## config.mk

```make
export PLATFORM = sky130hd
export DESIGN_NAME = seq_detect_param
export DESIGN_NICKNAME = d
export VERILOG_FILES = /design/src/rtl/seq_detect_param.sv
export SDC_FILE = /design/constraint.sdc
export NUM_CORES = 1
export LEC_CHECK = 0
export ABC_AREA = 0
export CORE_AREA = 2 2 56 58
export CTS_CLUSTER_DIAMETER = 150
export CTS_CLUSTER_SIZE = 28
export DETAILED_ROUTE_END_ITERATION = 7
export DIE_AREA = 0 0 58 60
export GPL_ROUTABILITY_DRIVEN = 0
export PLACE_DENSITY_LB_ADDON = 0.12
export SLEW_MARGIN = 20
export SYNTH_ARGS = -nofsm -noshare
export SYNTH_HDL_FRONTEND = slang
export SYNTH_SLANG_ARGS = --single-unit
```

## constraint.sdc

```tcl
create_clock -name clk -period 3.2 [get_ports clk]
set_clock_uncertainty 0.15 [all_clocks]
set_input_delay 0.64 -clock clk [delete_from_list [all_inputs] [get_ports clk]]
set_output_delay 0.64 -clock clk [all_outputs]
set_load 0.05 [all_outputs]
```

## src/rtl/seq_detect_param.sv

```systemverilog
// seq_detect_param: runtime-configurable serial bit-sequence detector.
// A pattern of 1..MAX_LEN bits plus an overlap mode is loaded via cfg_load;
// every occurrence in the qualified bit stream yields a registered one-cycle
// match pulse. Optional saturating match counter under `SEQ_DET_CNT_EN`;
// without the macro, match_cnt is tied to zero.
module seq_detect_param #(
  parameter int MAX_LEN = 8,
  parameter int LEN_W   = $clog2(MAX_LEN) + 1,
  parameter int CNT_W   = 8
) (
  input  logic               clk,
  input  logic               reset,
  input  logic               in_valid,
  input  logic               in_bit,
  input  logic               cfg_load,
  input  logic [MAX_LEN-1:0] cfg_pattern,
  input  logic [LEN_W-1:0]   cfg_len,
  input  logic               cfg_overlap,
  output logic               configured,
  output logic               match,
  output logic               cfg_err,
  output logic [CNT_W-1:0]   match_cnt
);

  typedef enum logic {S_UNCFG, S_RUN} state_t;

  state_t             state_q, state_d;
  logic [MAX_LEN-1:0] hist_q, hist_d;
  logic [MAX_LEN-1:0] pat_q, pat_d;
  logic [LEN_W-1:0]   len_q, len_d;
  logic [LEN_W-1:0]   fill_q, fill_d;
  logic               ovl_q, ovl_d;
  logic               match_q, match_d;
  logic               err_q, err_d;

  logic [MAX_LEN-1:0] len_mask;
  logic [MAX_LEN-1:0] hist_new;
  logic [LEN_W-1:0]   fill_inc;
  logic               hit;
  logic               cfg_ok;

  // Mask selecting the low len_q history bits that take part in the compare.
  always_comb begin
    len_mask = '0;
    for (int i = 0; i < MAX_LEN; i++) len_mask[i] = (i < int'(len_q));
  end

  // Candidate history/fill if a bit is accepted, and the match compare on them.
  always_comb begin
    hist_new = {hist_q[MAX_LEN-2:0], in_bit};
    fill_inc = (fill_q == LEN_W'(MAX_LEN)) ? fill_q : fill_q + 1'b1;
    hit      = (((hist_new ^ pat_q) & len_mask) == '0) && (fill_inc >= len_q);
    cfg_ok   = (cfg_len != '0) && (cfg_len <= LEN_W'(MAX_LEN));
  end

  // Next state: cfg_load takes priority and swallows any bit on the same edge.
  always_comb begin
    state_d = state_q;
    hist_d  = hist_q;
    pat_d   = pat_q;
    len_d   = len_q;
    fill_d  = fill_q;
    ovl_d   = ovl_q;
    match_d = 1'b0;
    err_d   = 1'b0;
    if (cfg_load) begin
      if (cfg_ok) begin
        state_d = S_RUN;
        pat_d   = cfg_pattern;
        len_d   = cfg_len;
        ovl_d   = cfg_overlap;
        hist_d  = '0;
        fill_d  = '0;
      end else begin
        err_d = 1'b1;
      end
    end else if (in_valid && state_q == S_RUN) begin
      hist_d  = hist_new;
      // Non-overlap restarts the fill so the next match needs len fresh bits.
      fill_d  = (hit && !ovl_q) ? '0 : fill_inc;
      match_d = hit;
    end
  end

  // State and registered outputs.
  always_ff @(posedge clk) begin
    if (reset) begin
      state_q <= S_UNCFG;
      hist_q  <= '0;
      pat_q   <= '0;
      len_q   <= '0;
      fill_q  <= '0;
      ovl_q   <= 1'b0;
      match_q <= 1'b0;
      err_q   <= 1'b0;
    end else begin
      state_q <= state_d;
      hist_q  <= hist_d;
      pat_q   <= pat_d;
      len_q   <= len_d;
      fill_q  <= fill_d;
      ovl_q   <= ovl_d;
      match_q <= match_d;
      err_q   <= err_d;
    end
  end

  assign configured = (state_q == S_RUN);
  assign match      = match_q;
  assign cfg_err    = err_q;

`ifdef SEQ_DET_CNT_EN
  logic [CNT_W-1:0] cnt_q, cnt_d;

  // Saturating count, bumped on the same edge that sets match.
  always_comb begin
    cnt_d = cnt_q;
    if (match_d && cnt_q != '1) cnt_d = cnt_q + 1'b1;
  end

  // Counter register; cfg_load leaves it alone, only reset clears it.
  always_ff @(posedge clk) begin
    if (reset) cnt_q <= '0;
    else       cnt_q <= cnt_d;
  end

  assign match_cnt = cnt_q;
`else
  assign match_cnt = '0;
`endif

endmodule

```

After elaboration in Yosys (flattened, before gate mapping)
Index checks and enable logic that the tools add are counted.
{ "op_classes": {"bitwise_logic": 4, "n_reduce_logical": 12, "addsub": 1, "eq_ne": 2, "n_mux": 9, "magnitude_cmp": 10} }
{ "op_table": {"columns": ["op", "n"], "rows": [
  ["$mux W7", 3],
  ["$mux W4", 5],
  ["$lt A3 B4 Y1 const A", 4],
  ["$and A8 B8 Y8", 1],
  ["$logic_not A8 Y1", 1],
  ["$lt A1 B4 Y1 const A", 2],
  ["$lt A2 B4 Y1 const A", 2],
  ["$xor A8 B8 Y8", 1],
  ["$add A4 B1 Y4 const B", 1],
  ["$eq A4 B4 Y1 const B", 1],
  ["$ge A4 B4 Y1", 1],
  ["$le A4 B4 Y1 const B", 1],
  ["$logic_and A1 B1 Y1", 4],
  ["$reduce_and A2 Y1", 2],
  ["$reduce_bool A4 Y1", 1],
  ["$reduce_or A3 Y1", 1],
  ["$ne A2 B1 Y1 const B", 1],
  ["$not A1 Y1", 2],
  ["$reduce_bool A2 Y1", 1],
  ["$reduce_or A2 Y1", 1],
  ["$logic_not A1 Y1", 1],
  ["$mux W1", 1]
]} }
{ "word_totals": {"input_bits": 18, "elab_cells": 46, "output_inout_bits": 11, "register_bits": 27} }

Longest topological paths before layout
Gate-level depths: netlist of run 1.
{ "logic_depth": {"ltp_word": 8, "mapped_depth": 10, "ltp_nobuf": 10} }

Least setup slack after synthesis of run 1
Ideal clock, no wire load.
{ "synth_timing": {"path_kind": "reg2reg", "start": "reg fill_q[0]", "end": "reg fill_q[3]", "t_required_ns": 2.955, "path_stages_with_launch": 10, "period_less_slack_ns": 2.414, "arrival_ns": 2.169, "slack_ns": 0.786, "setup_ns": 0.095, "path_buffers": 0, "path_cell_list": "dfxtp_1 > inv_1 > ha_1 > nand3b_1 > xnor2_1 > ha_1 > nand2b_1 > a2111oi_1 > nor4_4 > a221oi_1"} }
{ "synth_via": {"elab_chain_len": 8, "elab_cells_between_ends": 9, "cone_classes": "1 x add/sub; 1 x order compare; 1 x eq/ne; 4 x mux; 2 x reduce/logical"} }
{ "synth_lines": {"columns": ["item", "line", "source"], "rows": [
  ["start: declaration", "31", "logic [LEN_W-1:0] fill_q, fill_d;"],
  ["start signal: assignment", "101", "fill_q <= fill_d;"],
  ["$add A4 B1 Y4 / $eq A4 B4 Y1 (equally long branches)", "51", "fill_inc = (fill_q == LEN_W'(MAX_LEN)) ? fill_q : fill_q + 1'b1;"],
  ["$mux W4 (*)", "51", null],
  ["$ge A4 B4 Y1", "52", "hit = (((hist_new ^ pat_q) & len_mask) == '0) && (fill_inc >= len_q);"],
  ["$logic_and A1 B1 Y1", "52", null],
  ["$logic_and A1 B1 Y1", "80", "fill_d = (hit && !ovl_q) ? '0 : fill_inc;"],
  ["$mux W4 (*)", "80", null],
  ["$mux W4 (*)", "77", "end else if (in_valid && state_q == S_RUN) begin"],
  ["$mux W4 (*)", "66", "if (cfg_load) begin"]
]} }
Mark *: on every way between the ends. The rest lies on a longest branch, timed or not. The select of a mux whose other input is x is not followed.
A chain may end at the register's enable or synchronous reset.

Worst setup path after layout of run 1
{ "layout_timing": {"start": "reg fill_q[0]", "end": "reg fill_q[0]"} }
Same word-level chain as after synthesis.

==> results.ini, run 1 <==
[final_layout]
final_cell_mix = nand2_1, dfxtp_1, clkdlybuf4s50_1, a21oi_1, conb_1
final_area_um2 = 1630
multi_input_area_um2 = 777
antenna_cells = 0
mostFrequentLayoutCell = nand2_1
area_growth_pct = 16.1
regArea_um2 = 541
drive_gt1_frac = 0.0556
fillers = 281
final_nets = 205

[clocking]
post_cts_buffers = 0
cts_buffers = 3
cts.clk_slew.worst_paths_ns = 0.16
cts_sinks = 27
cts_tree = yes
cts_hold_buf = 0
worstSkewPairLatency_ns = 0.33
htreeDepth = 1
clockBufferDepth = 2
cts_root_buffer = clkbuf_4
cts_resized = 0

[worst_hold_path]
hp-class = reg2reg

[yosys]
synth_edf_count = 0
synthCells = 162
synth_top_area_share = 0.386
synth_area_um2 = 1400
ys_seq_area_frac = 0.386
yosys_warnings = 0
ys_top_cells_by_area = dfxtp_1, nand2_1, ha_1, a21oi_1, a22o_1
synth_cell_types = 40
yosysTopAreaCell = dfxtp_1
syn_avg_cell_area_um2 = 8.65
synthArstFlopShare = 0
synth_flop_cell = dfxtp_1
ys_ff_latch = 27

[grt]
antenna_found_initial = 0
grt_pass1_wl_um = 5030
overflow = 0
first_global_vias = 1119
track_usage = 0.188
grt_max_degree = 23

[setup_path]
rrSetupSlack_ns = 0.49
crit_path_max_fanout = 5
setup.worst_path.end = fill_q[0]$_SDFFE_PP0P_
start_kind = flop
critPathRequiredTime_ns = 3.28
r2r-start = fill_q[0]$_SDFFE_PP0P_
slowest_stage = a2111oi_1
r2r-end = fill_q[0]$_SDFFE_PP0P_
worst-setup-path-type = reg2reg
path_cells = inv_1 -> ha_1 -> nand3b_1 -> xnor2_1 -> ha_1 -> nand2b_1 -> a2111oi_1 -> nor4_4 -> o32ai_1
endpoint_kind = flop
crit_top_cell = ha_1
rr_worst_depth = 9
arrival_ns = 2.79
critPathMaxStageDelay_ns = 0.64
critPathLaunch = fill_q[0]$_SDFFE_PP0P_

[detailed_routing]
met3_length_um = 126
dr.pass1.iters = 4
ant_nets = 0
vias = 1139
top_layer = met4
dr_wl_met2_um = 1370
wirelength_um = 2840
drt_iter0_drc = 32
met1_length_um = 1320
viasPerCell = 5.35
drc = 0
routedWlPerCell_um = 13.3

[pwr]
power-per-cell-area_nw_per_um2 = 388
p_leak_nw = 0.603
ir_worst_vdd_mv = 0.210

[timing]
slew_viol_final = 0
rsz0062_at_grt = false
fmax_ghz = 0.369
maxSlewHeadroom = 0.568
fin_crit_sh = 0.847
tns_ns = 0
setup-violations-final = 0
min_period_ns = 2.71
worstMarginPinSlew_ns = 0.647
hold_viol_final = 0

[floorplan]
ios = 29
die_w_um = 58
dieArea_um2 = 3480
start_util = 0.483
rows = 20
die_h_um = 60
coreArea_um2 = 2900

[run]
maxCapViolCount = 0

[outcome]
status = finished, final reports clean

[placed_design]
io_buffers = 20
dp_hpwl_um = 2080
placed_area_um2 = 1600

[state kept, by name (all words and copies together), names as in the netlist]
signal and cells:
hist_q 7, fill_q 4, ovl_q 1, configured 1
match 1, pat_q 8, cfg_err 1, len_q 4
[stage by stage]
stage / hold slack, ns / power (mW) / utilization / instances / worst slack [ns]
after global placement: 0.307 / 0.483 / 0.550 / 209 / 0.529
after floorplan: 0.298 / 0.452 / - / 169 / 0.786
after CTS: 0.330 / 0.636 / 0.560 / 213 / 0.510
after global routing: 0.346 / 0.664 / 0.560 / 213 / 0.227
after detailed placement: 0.310 / 0.486 / 0.550 / 209 / 0.526
final: 0.330 / 0.632 / 0.560 / 213 / 0.490
[cells in the mapped netlist, types with 2 or more instances]
library cell / number
a21oi_1: 13
a22o_1: 7
a31oi_1: 2
a32oi_1: 2
and2_1: 3
buf_4: 8
clkbuf_1: 5
dfxtp_1: 27
ha_1: 6
inv_1: 6
nand2_1: 33
nand2b_1: 2
nand3_1: 2
nand3b_1: 2
nor2_1: 6
o21a_1: 2
o22ai_1: 4
xnor2_1: 7
xor2_1: 4
[power by group]
group	internal [mW]	leakage, nW	switching [mW]
sequential	0.347	0.219	0.0113
combinational	0.0477	0.369	0.0725
clock	0.0477	0.0139	0.105
[routing by layer]
| layer | GRT usage | vias up |
|---|---|---|
| met4 | 0.0797 | 0 |
| li1 | - | 589 |
| met3 | 0.0303 | 2 |
| met1 | 0.238 | 522 |
| met5 | 0 | - |
| met2 | 0.317 | 26 |
[kinds of logic (layout without fill, tap and decap cells)]
family,Yosys count,count (layout),synth area share
and+or+nand+nor,55,55,0.205
muxes,1,1,0.00714
xor gates and xnor gates,11,11,0.0687
adders and majority gates,6,6,0.0536
other,1,8,0.00268
buffers and inverters,21,32,0.0786
AOI/OAI and AO/OA,40,40,0.198
DFF,27,27,0.386
[how the worst min path moves through the flow]
stage	startpoint	end	slack, ns	cells past startpoint
3_3_place_gp	pat_q[4]$_SDFFE_PP0P_	pat_q[4]$_SDFFE_PP0P_	0.31	2
2_1_floorplan	pat_q[1]$_SDFFE_PP0P_	pat_q[1]$_SDFFE_PP0P_	0.30	2
4_1_cts	pat_q[6]$_SDFFE_PP0P_	pat_q[6]$_SDFFE_PP0P_	0.33	2
6_report	pat_q[2]$_SDFFE_PP0P_	pat_q[2]$_SDFFE_PP0P_	0.33	2
3_5_place_dp	pat_q[6]$_SDFFE_PP0P_	pat_q[6]$_SDFFE_PP0P_	0.31	2
5_1_grt	pat_q[6]$_SDFFE_PP0P_	pat_q[6]$_SDFFE_PP0P_	0.35	2
[final cells by class]
type                       instances  area share
clock buffer                       3      0.0138
clock inverter                     1     0.00462
inverter                           6      0.0138
multi-input combinational        121       0.478
sequential                        27       0.332
tap                               33      0.0254
timing repair buffer              22       0.132
[critical path, delay by kind of cell (launching register included)]
| kind | cells | cell delay, ns |
|---|---|---|
| buf+inv | 1 | 0.07 |
| compound gates | 2 | 0.90 |
| flops | 1 | 0.45 |
| fa+ha+maj | 2 | 0.48 |
| simple gates | 3 | 0.39 |
| xor+xnor | 1 | 0.18 |
Power figures use the tool's default switching activity.
==> run 2: changes to the inputs <==
==> constraint.sdc (replaced) <==
create_clock -name clk -period 2.5 [get_ports clk]
set_clock_uncertainty 0.15 [all_clocks]
set_input_delay 0.5 -clock clk [delete_from_list [all_inputs] [get_ports clk]]
set_output_delay 0.5 -clock clk [all_outputs]
set_load 0.05 [all_outputs]
==> results.ini, run 2 (synthesis gave the netlist of run 1 again) <==
[setup_path]
cp.depth = 10
critPathRequiredTime_ns = 2.59
critPathMaxStageDelay_ns = 0.36
crit_path_max_fanout = 5
worst-setup-path-type = reg2reg
rrSetupSlack_ns = 0.13
crit_top_cell = ha_1
critPathLaunch = fill_q[1]$_SDFFE_PP0P_
critPathTopFamily = compound AO/OA/AOI/OAI gates
arrival_ns = 2.46
critPathBufInv = 2
rr_worst_depth = 10
path_cells = inv_1 -> ha_1 -> nand3b_1 -> xnor2_2 -> ha_1 -> nand2b_1 -> a2111oi_2 -> buf_4 -> nor4_4 -> a221oi_1
slowest_stage = dfxtp_2
endpoint_kind = flop
r2r-start = fill_q[1]$_SDFFE_PP0P_
start_kind = flop

[final_layout]
top_register = pat_q
fillers = 286
drive_gt1_frac = 0.0973
mostFrequentLayoutCell = nand2_1
final_cell_mix = nand2_1, dfxtp_1, clkdlybuf4s50_1, a21oi_1, conb_1
multi_input_area_um2 = 790
top_regs = pat_q: 8 flops, hist_q: 7 flops
area_growth_pct = 19.7
largest_register_ff_count = 8
stdcell_count = 218
antenna_cells = 0
regArea_um2 = 542
final_nets = 210

[detailed_routing]
drt_iter0_drc = 27
wirelength_um = 2850
drc = 0
ant_nets = 0
dr.pass1.iters = 4
viasPerCell = 5.39
routedWlPerCell_um = 13.1
vias = 1176

[floorplan]
start_util = 0.483
die_h_um = 60
die_w_um = 58
dieArea_um2 = 3480
rows = 20
ios = 29
coreArea_um2 = 2900

[timing]
fmax_ghz = 0.421
rsz0062_at_grt = false
hold_viol_final = 0
setup-violations-final = 0
slew_viol_final = 0
fin_crit_sh = 0.950
tns_ns = 0
min_period_ns = 2.37

[grt]
antenna_found_initial = 0
overflow = 0
grt_max_degree = 17
globalRouteMet3Util = 0.0195
grt_pass1_wl_um = 4800
first_global_vias = 1086
gr-max-usage-layer = met2
met1_usage = 0.238
track_usage = 0.178
met2_usage = 0.299

[clocking]
cts_hold_buf = 0
worstSkewPairLatency_ns = 0.32
clockBufferDepth = 2
post_cts_buffers = 0
cts_sinks = 27
htreeDepth = 1
cts_buffers = 3
cts_root_buffer = clkbuf_4
cts_resized = 0
cts_tree = yes
cts.clk_slew.worst_paths_ns = 0.15

[placed_design]
dp_hpwl_um = 2210
place_inst = 214
io_buffers = 20

[pwr]
p_leak_nw = 0.639
ir_worst_vdd_mv = 0.285
power-per-cell-area_nw_per_um2 = 486

[worst_hold_path]
whs_path_depth = 2
hp-class = reg2reg
worstHoldStart = pat_q[0]$_SDFFE_PP0P_

[outcome]
status = finished, final reports clean

[run]
maxCapViolCount = 0

[run 2: where the power goes]
group	internal [mW]	leakage, nW	switching, mW
sequential	0.445	0.220	0.0138
clock	0.0611	0.0139	0.132
combinational	0.0687	0.405	0.0955
total	0.574	0.639	0.242
[run 2: metal layers]
metal	routed length, um	share of wire
met1	1350	0.47
met2	1380	0.49
met3	103	0.036
met4	13	0.0046
met5	0	0
[run 2: stage by stage]
stage / total power, mW / area, um^2 / setup WS, ns / util / hold WS [ns]
4_1_cts: 0.824 / 1660 / 0.00975 / 0.573 / 0.335
6_report: 0.816 / 1680 / 0.125 / 0.578 / 0.332
5_1_grt: 0.859 / 1680 / 0.00938 / 0.578 / 0.352
3_3_place_gp: 0.627 / 1630 / 0.156 / 0.563 / 0.308
3_5_place_dp: 0.630 / 1630 / 0.0457 / 0.563 / 0.316
2_1_floorplan: 0.579 / 1430 / 0.0857 / - / 0.298
[run 2: layout make-up]
class,instances,area share
Multi-Input combinational cell,121,0.471
Inverter,6,0.0134
Tap cell,33,0.0246
Timing Repair Buffer,27,0.151
Sequential cell,27,0.323
Clock buffer,3,0.0134
Clock inverter,1,0.00447
[run 2: path summary, 6_finish.rpt]
check | to
worst min-delay path | pat_q[0]$_SDFFE_PP0P_
worst min register to register | pat_q[0]$_SDFFE_PP0P_
worst max-delay path | fill_q[3]$_SDFFE_PP0P_
worst max register to register | fill_q[3]$_SDFFE_PP0P_
[run 2: worst register-to-register path, delay by kind of cell (launching register included)]
| family | cells | cell delay [ns] |
|---|---|---|
| fa+ha+maj | 2 | 0.42 |
| xor+xnor | 1 | 0.25 |
| flops | 1 | 0.36 |
| simple gates | 3 | 0.32 |
| buf+inv | 2 | 0.23 |
| compound gates | 2 | 0.55 |
==> run 3: changes to the inputs <==
--- a/config.mk
+++ b/config.mk
@@ -6,14 +6,16 @@
 export NUM_CORES = 1
 export LEC_CHECK = 0
 export ABC_AREA = 0
+export CAP_MARGIN = 10
 export CORE_AREA = 2 2 56 58
+export CTS_BUF_LIST = sky130_fd_sc_hd__clkbuf_8
 export CTS_CLUSTER_DIAMETER = 150
 export CTS_CLUSTER_SIZE = 28
 export DETAILED_ROUTE_END_ITERATION = 7
 export DIE_AREA = 0 0 58 60
 export GPL_ROUTABILITY_DRIVEN = 0
 export PLACE_DENSITY_LB_ADDON = 0.12
-export SLEW_MARGIN = 20
+export SLEW_MARGIN = 30
 export SYNTH_ARGS = -nofsm -noshare
 export SYNTH_HDL_FRONTEND = slang
 export SYNTH_SLANG_ARGS = --single-unit
==> results.ini, run 3 (synthesis gave the netlist of run 1 again) <==
[outcome]
status = finished, final reports clean

[grt]
track_usage = 0.184
first_global_vias = 1076
antenna_found_initial = 0
grt_pass1_wl_um = 4890
grt_max_degree = 17
overflow = 0

[timing]
rsz0062_at_grt = false
slew_viol_final = 0
tns_ns = 0
fin_crit_sh = 0.926
setup-violations-final = 0
hold_viol_final = 0
fmax_ghz = 0.432
min_period_ns = 2.31
holdWs_ns = 0.326

[setup_path]
slowest_stage = dfxtp_1
worst-setup-path-type = reg2reg
arrival_ns = 2.35
critPathBufInv = 2
rr_worst_depth = 10
critPathMaxStageDelay_ns = 0.34
cp.depth = 10
r2r-end = fill_q[3]$_SDFFE_PP0P_
rrSetupSlack_ns = 0.19
crit_top_cell = ha_1
start_kind = flop
critPathTopFamily = compound AO/OA/AOI/OAI gates
critPathRequiredTime_ns = 2.54
endpoint_kind = flop
crit_path_max_fanout = 5
r2r-start = fill_q[1]$_SDFFE_PP0P_
path_cells = inv_1 -> ha_1 -> nand3b_1 -> xnor2_2 -> ha_1 -> nand2b_1 -> a2111oi_2 -> buf_4 -> nor4_4 -> a221oi_2

[clocking]
cts_hold_buf = 0
clockBufferDepth = 2
cts_tree = yes
cts_sinks = 27
cts_root_buffer = clkbuf_8
cts_buffers = 3
worstSkewPairLatency_ns = 0.27
htreeDepth = 1
cts.clk_slew.worst_paths_ns = 0.10

[run]
maxCapViolCount = 0

[detailed_routing]
drc = 0
vias = 1153
viasPerCell = 5.29
wirelength_um = 2860
ant_nets = 0
dr.pass1.iters = 6
routedWlPerCell_um = 13.1
drt_iter0_drc = 17

[final_layout]
final_cell_mix = nand2_1, dfxtp_1, clkdlybuf4s50_1, a21oi_1, conb_1
mostFrequentLayoutCell = nand2_1
final_nets = 210
antenna_cells = 0
drive_gt1_frac = 0.0973
largest_register_ff_count = 8
area_growth_pct = 21.4
fillers = 286
top_register = pat_q
top_regs = pat_q: 8 flops, hist_q: 7 flops

[worst_hold_path]
hp-class = reg2reg
whs_path_depth = 2
hold_end = pat_q[5]$_SDFFE_PP0P_
worstHoldStart = pat_q[5]$_SDFFE_PP0P_

[placed_design]
io_buffers = 20
dp_hpwl_um = 2210

[pwr]
switching_share = 0.284
p_int_mw = 0.626
p_total_mw = 0.874
p_sw_mw = 0.248
pwr-share-seq = 0.524
power-per-cell-area_nw_per_um2 = 513
p_leak_nw = 0.646
clockPowerShare = 0.287
ir_worst_vdd_mv = 0.330
combPwrFrac = 0.189

[floorplan]
dieArea_um2 = 3480
start_util = 0.483
rows = 20
die_w_um = 58
ios = 29
die_h_um = 60
coreArea_um2 = 2900

run 3: metal layers:
metal / vias up / part of all wire / global-route usage
met5: - / 0 / 0
met4: 0 / 0.0084 / 0.0764
met1: 534 / 0.48 / 0.239
met2: 19 / 0.48 / 0.310
li1: 598 / - / -
met3: 2 / 0.032 / 0.0195
run 3: cell type report:
cell class	count	area (um^2)	area share
clock buffers	3	41.3	0.0243
clock inverters	1	7.51	0.00441
inverters	6	22.5	0.0132
multi-input cells	121	796	0.468
flip-flops and latches	27	541	0.318
well taps	33	41.3	0.0243
repair buffers	27	253	0.149
run 3: worst max-delay path by stage:
stage / from / endpoint
floorplan: fill_q[0]$_SDFFE_PP0P_ / fill_q[3]$_SDFFE_PP0P_
detailed placement: fill_q[1]$_SDFFE_PP0P_ / fill_q[3]$_SDFFE_PP0P_
finish: fill_q[1]$_SDFFE_PP0P_ / fill_q[3]$_SDFFE_PP0P_
global route: fill_q[1]$_SDFFE_PP0P_ / fill_q[3]$_SDFFE_PP0P_
global placement: fill_q[1]$_SDFFE_PP0P_ / fill_q[3]$_SDFFE_PP0P_
CTS: fill_q[1]$_SDFFE_PP0P_ / fill_q[3]$_SDFFE_PP0P_
run 3: power by group through the flow:
stage | clock network [mW] | logic, mW | registers, mW
floorplan | 0 | 0.107 | 0.472
detailed placement | 0 | 0.162 | 0.468
global placement | 0 | 0.160 | 0.467
CTS | 0.261 | 0.163 | 0.458
finish | 0.251 | 0.165 | 0.458
global route | 0.280 | 0.179 | 0.460
run 3: repair_timing:
action | 4_1_cts | 5_1_grt
setup endpoints to repair | 1 | 2
pin swaps | 0 | 2
resized for setup | 1 | 2
buffers inserted | 0 | 0
run 3: metrics by stage:
stage | std cells | cell area (um^2) | setup slack (ns) | util
after floorplan | 169 | 1430 | 0.0857 | -
after global placement | 214 | 1630 | 0.156 | 0.563
after detailed placement | 214 | 1630 | 0.0457 | 0.563
after CTS | 218 | 1690 | 0.0452 | 0.582
after global routing | 218 | 1700 | 0.0204 | 0.586
final | 218 | 1700 | 0.185 | 0.586
run 3: worst register-to-register path, cell delays in order (launching register included):
cell	delay (ns)
dfxtp_1	0.34
inv_1	0.07
ha_1	0.16
nand3b_1	0.12
xnor2_2	0.24
ha_1	0.26
nand2b_1	0.15
a2111oi_2	0.29
buf_4	0.17
nor4_4	0.05
a221oi_2	0.23
